`src/rtl/axi_read_arbiter.sv`:
```
// Round-robin arbiter sharing one AXI read channel between the I-cache and D-cache
// fill engines: one fixed-length INCR burst outstanding, beats routed to the owner.
module axi_read_arbiter #(
  parameter int ID_WIDTH    = 13,
  parameter int ADDR_WIDTH  = 64,
  parameter int DATA_WIDTH  = 64,
  parameter int BURST_BEATS = 8
) (
  input  logic                  clk,
  input  logic                  reset,
  input  logic                  ireq_valid,
  input  logic [ADDR_WIDTH-1:0] ireq_addr,
  output logic                  ireq_ready,
  output logic [DATA_WIDTH-1:0] iresp_data,
  output logic                  iresp_valid,
  output logic                  iresp_last,
  output logic                  iresp_err,
  input  logic                  dreq_valid,
  input  logic [ADDR_WIDTH-1:0] dreq_addr,
  output logic                  dreq_ready,
  output logic [DATA_WIDTH-1:0] dresp_data,
  output logic                  dresp_valid,
  output logic                  dresp_last,
  output logic                  dresp_err,
  output logic [ID_WIDTH-1:0]   m_axi_arid,
  output logic [ADDR_WIDTH-1:0] m_axi_araddr,
  output logic [7:0]            m_axi_arlen,
  output logic [2:0]            m_axi_arsize,
  output logic [1:0]            m_axi_arburst,
  output logic                  m_axi_arlock,
  output logic [3:0]            m_axi_arcache,
  output logic [2:0]            m_axi_arprot,
  output logic                  m_axi_arvalid,
  input  logic                  m_axi_arready,
  input  logic [ID_WIDTH-1:0]   m_axi_rid,
  input  logic [DATA_WIDTH-1:0] m_axi_rdata,
  input  logic [1:0]            m_axi_rresp,
  input  logic                  m_axi_rlast,
  input  logic                  m_axi_rvalid,
  output logic                  m_axi_rready,
  output logic                  protocol_err,
  output logic [1:0]            state_dbg
);

  localparam int OFFS = $clog2(BURST_BEATS * DATA_WIDTH / 8);
  localparam int CW   = $clog2(BURST_BEATS);
  localparam logic [ADDR_WIDTH-1:0] ALIGN_MASK =
    ~((ADDR_WIDTH'(1) << OFFS) - ADDR_WIDTH'(1));
  localparam logic [CW-1:0] LAST_CNT = CW'(BURST_BEATS - 1);

  typedef enum logic [1:0] {
    IDLE = 2'd0,
    ADDR = 2'd1,
    DATA = 2'd2
  } state_t;

  state_t                state, next_state;
  logic                  owner;       // 0 = I-cache, 1 = D-cache
  logic                  last_grant;  // 0 = I-cache, 1 = D-cache
  logic [CW-1:0]         cnt;
  logic [ADDR_WIDTH-1:0] addr_q;
  logic [2:0]            prot_q;
  logic                  perr;
  logic                  grant_i, grant_d, beat;
  logic [ADDR_WIDTH-1:0] req_addr;
  logic                  unused_bits;

  // Handshakes: a request transfers when req_valid && req_ready (ready is a
  // one-cycle pulse); AR transfers on arvalid && arready; R beats on rvalid && rready.
  always_comb begin
    grant_i    = 1'b0;
    grant_d    = 1'b0;
    next_state = state;
    req_addr   = ireq_addr;
    beat       = (state == DATA) && m_axi_rvalid;
    case (state)
      IDLE: begin
        grant_i = ireq_valid && (!dreq_valid || last_grant);
        grant_d = dreq_valid && (!ireq_valid || !last_grant);
        if (grant_d) req_addr = dreq_addr;
        if (grant_i || grant_d) next_state = ADDR;
      end
      ADDR: if (m_axi_arready) next_state = DATA;
      DATA: if (m_axi_rvalid && m_axi_rlast) next_state = IDLE;
      default: next_state = IDLE;
    endcase
  end

  always_ff @(posedge clk or posedge reset) begin
    if (reset) begin
      state      <= IDLE;
      owner      <= 1'b0;
      last_grant <= 1'b1;
      cnt        <= '0;
      addr_q     <= '0;
      prot_q     <= '0;
      perr       <= 1'b0;
    end else begin
      state <= next_state;
      if (grant_i || grant_d) begin
        owner      <= grant_d;
        last_grant <= grant_d;
        addr_q     <= req_addr & ALIGN_MASK;
        prot_q     <= {grant_i, 2'b00};
      end
      if (state == ADDR && m_axi_arready) cnt <= '0;
      if (beat) begin
        cnt <= cnt + CW'(1);
        // Early rlast, or a full count that wraps without rlast, is malformed.
        if (m_axi_rlast && cnt != LAST_CNT) perr <= 1'b1;
        if (!m_axi_rlast && cnt == LAST_CNT) perr <= 1'b1;
      end
    end
  end

  assign ireq_ready    = grant_i;
  assign dreq_ready    = grant_d;
  assign m_axi_arid    = {{(ID_WIDTH-1){1'b0}}, owner};
  assign m_axi_araddr  = addr_q;
  assign m_axi_arlen   = 8'(BURST_BEATS - 1);
  assign m_axi_arsize  = 3'($clog2(DATA_WIDTH / 8));
  assign m_axi_arburst = 2'b01;
  assign m_axi_arlock  = 1'b0;
  assign m_axi_arcache = 4'b0000;
  assign m_axi_arprot  = prot_q;
  assign m_axi_arvalid = (state == ADDR);
  assign m_axi_rready  = (state == DATA);
  assign protocol_err  = perr;
  assign state_dbg     = state;

  // Routing follows the registered owner only; rid is ignored.
  assign iresp_valid = beat && !owner;
  assign iresp_data  = iresp_valid ? m_axi_rdata : '0;
  assign iresp_last  = iresp_valid && m_axi_rlast;
  assign iresp_err   = iresp_valid && m_axi_rresp[1];
  assign dresp_valid = beat && owner;
  assign dresp_data  = dresp_valid ? m_axi_rdata : '0;
  assign dresp_last  = dresp_valid && m_axi_rlast;
  assign dresp_err   = dresp_valid && m_axi_rresp[1];

  assign unused_bits = ^{m_axi_rid, m_axi_rresp[0]};

endmodule

```
`config.mk`:
```
export PLATFORM = sky130hd
export DESIGN_NAME = axi_read_arbiter
export DESIGN_NICKNAME = d
export VERILOG_FILES = /design/src/rtl/axi_read_arbiter.sv
export SDC_FILE = /design/constraint.sdc
export NUM_CORES = 1
export LEC_CHECK = 0
export CAP_MARGIN = 5
export CORE_AREA = 3 3 175 177
export DETAILED_ROUTE_END_ITERATION = 8
export DIE_AREA = 0 0 178 180
export GPL_ROUTABILITY_DRIVEN = 0
export GPL_TIMING_DRIVEN = 1
export PLACE_DENSITY = 0.49
export SYNTH_ARGS = -nofsm -noshare
export SYNTH_HDL_FRONTEND = slang
export SYNTH_SLANG_ARGS = --single-unit
```
`constraint.sdc`:
```
create_clock -name clk -period 4 [get_ports clk]
set_clock_uncertainty 0.2 [all_clocks]
set_input_delay 0.4 -clock clk [delete_from_list [all_inputs] [get_ports clk]]
set_output_delay 0.4 -clock clk [all_outputs]
set_load 0.005 [all_outputs]
```
==> impl_metrics.csv <==
group,metric,value,unit
routing,finalWirelength,24400,um
setup_path,timing_worst_setup_path_type,"in2out",
clock_tree,hold_buffers,0,
clock_tree,clk_latency,0.34,ns
setup_path,crit_arrival,2.50,ns
synth,synth.distinct_cells,36,
synth,synth_top_family_by_area,"simple AND/OR/NAND/NOR gates",
sta,period_needed,3.10,ns
synth,synth-compound-area-share,13.9,%
place,post-place-ws,0.868,ns
setup_path,startpoint,"m_axi_rvalid",
synth,synthFlopType,"dfrtp_1",
die,core,29400,sq um
die,die_area,32000,sq um
setup_path,rr_endpoint,"m_axi_araddr[27]",
setup_path,start_kind,"input port",
sta,fin_ws,0.898,ns
routing,drc,0,
sta,setup_violations,0,
layout,layout-drive-gt1-share,4.05,%
layout,final_nets,1075,
setup_path,cp_max_fo,67,
hold_path,hold_path_class,"in2async",
global_routing,grt_max_degree,68,
setup_path,r2r_start,"state_dbg[0]",
clock_tree,ctsLongestPathBuffers,2,
setup_path,endpoint_kind,"output port",
sta,period_share,77.5,%
flow_run,cap_violations,0,
global_routing,grt_pass1_vias,5225,
layout,final_util,31.1,%
global_routing,grt_pass1_wl,34800,um
setup_path,slowest_stage,"clkdlybuf4s50_1",
routing,wl_per_cell,19.4,um
synth,synth-seq-area-share,34.6,%
global_routing,globalRoute.totalOverflow,0,
synth,syn_area,4850,sq um
synth,yosys.area_share.simple,37.6,%
setup_path,slowest_delay,0.62,ns
die,die_height,180,um
sta,drv_slew,0,
power_and_ir_drop,p_leak,0.00382,uW
routing,drt_iter0_markers,212,
synth,yosys.area_share.adder,0.516,%
die,start_util,16.5,%
place,portBuffers,388,
setup_path,required,3.40,ns
power_and_ir_drop,p_per_area,515,nW/um^2
setup_path,path_delay_family,"buffers and inverters",
clock_tree,tritoncts,"done",
run_status,status,"completed",
sta,tightestPinTransition,0.796,ns
die,row_count,63,
sta,rsz0062_at_grt,"no",
clock_tree,root_buffer,"clkbuf_16",
layout,syn_to_final_growth,88.4,%
routing,first_pass_iters,4,
clock_tree,cts.sinks,67,
setup_path,cp_num_cells,6,
clock_tree,post_cts_resized,0,
clock_tree,clkTransAtPathRegs,0.07,ns
sta,tns,0,ns
synth,ys_warn_count,0,
synth,async_flop_share,100,%
setup_path,crit_buf_inv,3,
synth,netlist_instances,514,
setup_path,reg2reg_setup_slack,1.38,ns
synth,synth.top_cells.by_count,"132 x and2_1, 66 x dfrtp_1, 57 x a221o_1, 57 x and3_1, 57 x and4_1",
synth,synth_area_per_cell,9.44,sq um
routing,drt.antenna.violating_nets,0,
clock_tree,cts_inserted_buffers,9,
setup_path,crit_end,"dresp_data[62]",
die,ios,453,
synth,yosysMostFrequentCell,"and2_1",
synth,ys_ff_latch,67,
synth,yosysTopAreaCellShare,34.0,%
die,dieWidth,178,um
setup_path,crit_chain,"clkdlybuf4s50_1 > nand3b_4 > nor2_4 > buf_4 > and2_1 > clkdlybuf4s50_1",
sta,relSlewSlack,46.9,%
sta,final-hold-violation-count,0,
clock_tree,htree_levels,3,
global_routing,antenna_found_initial,8,
setup_path,r2r_cells,3,
routing,vias,5216,
place,dpl.hpwl,18700,um
synth,synth_xor_area_share,0.180,%
synth,synth_edf_count,0,
power_and_ir_drop,irDropWorstVdd,0.198,mV
synth,synth.area.top_cells,"dfrtp_1 34%, and2_1 17%, a221o_1 12%",
global_routing,grt_use_total,14.4,%
routing,drt-vias-per-instance,4.15,
synth,synth_top_cell_by_area,"dfrtp_1",
clock_tree,post-cts-setup-buffers,0,
setup_path,crit_top_cell,"clkdlybuf4s50_1",
sta,fmax,0.322,GHz
synth,synthMuxAreaShare,0.206,%
==> layout by cell type (no fill, tap or decap), types with 8 or more instances in the layout <==
master and count:
conb_1 38, a221o_1 57, and3_1 57, clkbuf_16 9, dfrtp_1 66, and2_1 132
and4_1 57, clkdlybuf4s50_1 387, buf_4 8
==> area by class of cell <==
class                   count  area, sq um
repair buffers            396         3940
clock inverters             6         71.3
clock buffers              10          239
flip-flops and latches     67         1680
multi-input cells         379         2700
inverters                   6         23.8
diodes                      3         7.51
well taps                 390          488
fillers                  3097        20300
==> sequential cells by signal, indices dropped and copies added, names as in the netlist <==
signal and count:
m_axi_araddr 58, cnt 3, state_dbg 2, last_grant 1, m_axi_arprot 1, owner 1, protocol_err 1
==> how the worst min path moves through the flow <==
stage                    start                to  slack, ns
2_1_floorplan     protocol_err      protocol_err       0.27
3_3_place_gp   m_axi_arprot[2]   m_axi_arprot[2]       0.26
3_5_place_dp      protocol_err      protocol_err       0.27
4_1_cts                  reset  m_axi_araddr[10]       0.14
5_1_grt                  reset  m_axi_araddr[10]       0.17
6_report                 reset  m_axi_araddr[10]       0.15
==> through the flow <==
step,hold slack (ns),area (sq um),cells,power [uW]
after floorplan,0.268,4990,550,2540
after global placement,0.260,8830,1238,3910
after detailed placement,0.273,8830,1238,3910
after CTS,0.141,9140,1254,4800
after global routing,0.171,9140,1256,5040
final,0.145,9140,1257,4710
==> cell families (layout without fill, tap and decap cells) <==
kind of cell / count (synthesis) / after routing
other cells: 2 / 41
mux: 1 / 1
xor+xnor: 1 / 1
flops: 67 / 67
simple gates: 265 / 265
buf+inv: 104 / 418
fa+ha+maj: 2 / 2
compound gates: 72 / 72
==> power breakdown <==
part	internal [uW]	switching, uW
clock	506	341
sequential	1040	250
combinational	1490	1080
==> per-layer routing <==
metal / part of all wire, % / vias to the layer above / wire length (um) / global-route usage (%)
met1: 37 / 2442 / 8910 / 15.6
met5: 0.053 / - / 13 / 0
met2: 51 / 262 / 12500 / 26.8
met4: 2.5 / 2 / 621 / 3.80
met3: 9.5 / 29 / 2320 / 4.58
li1: - / 2481 / - / -
Note: power is estimated with default switching activity, not from simulation.
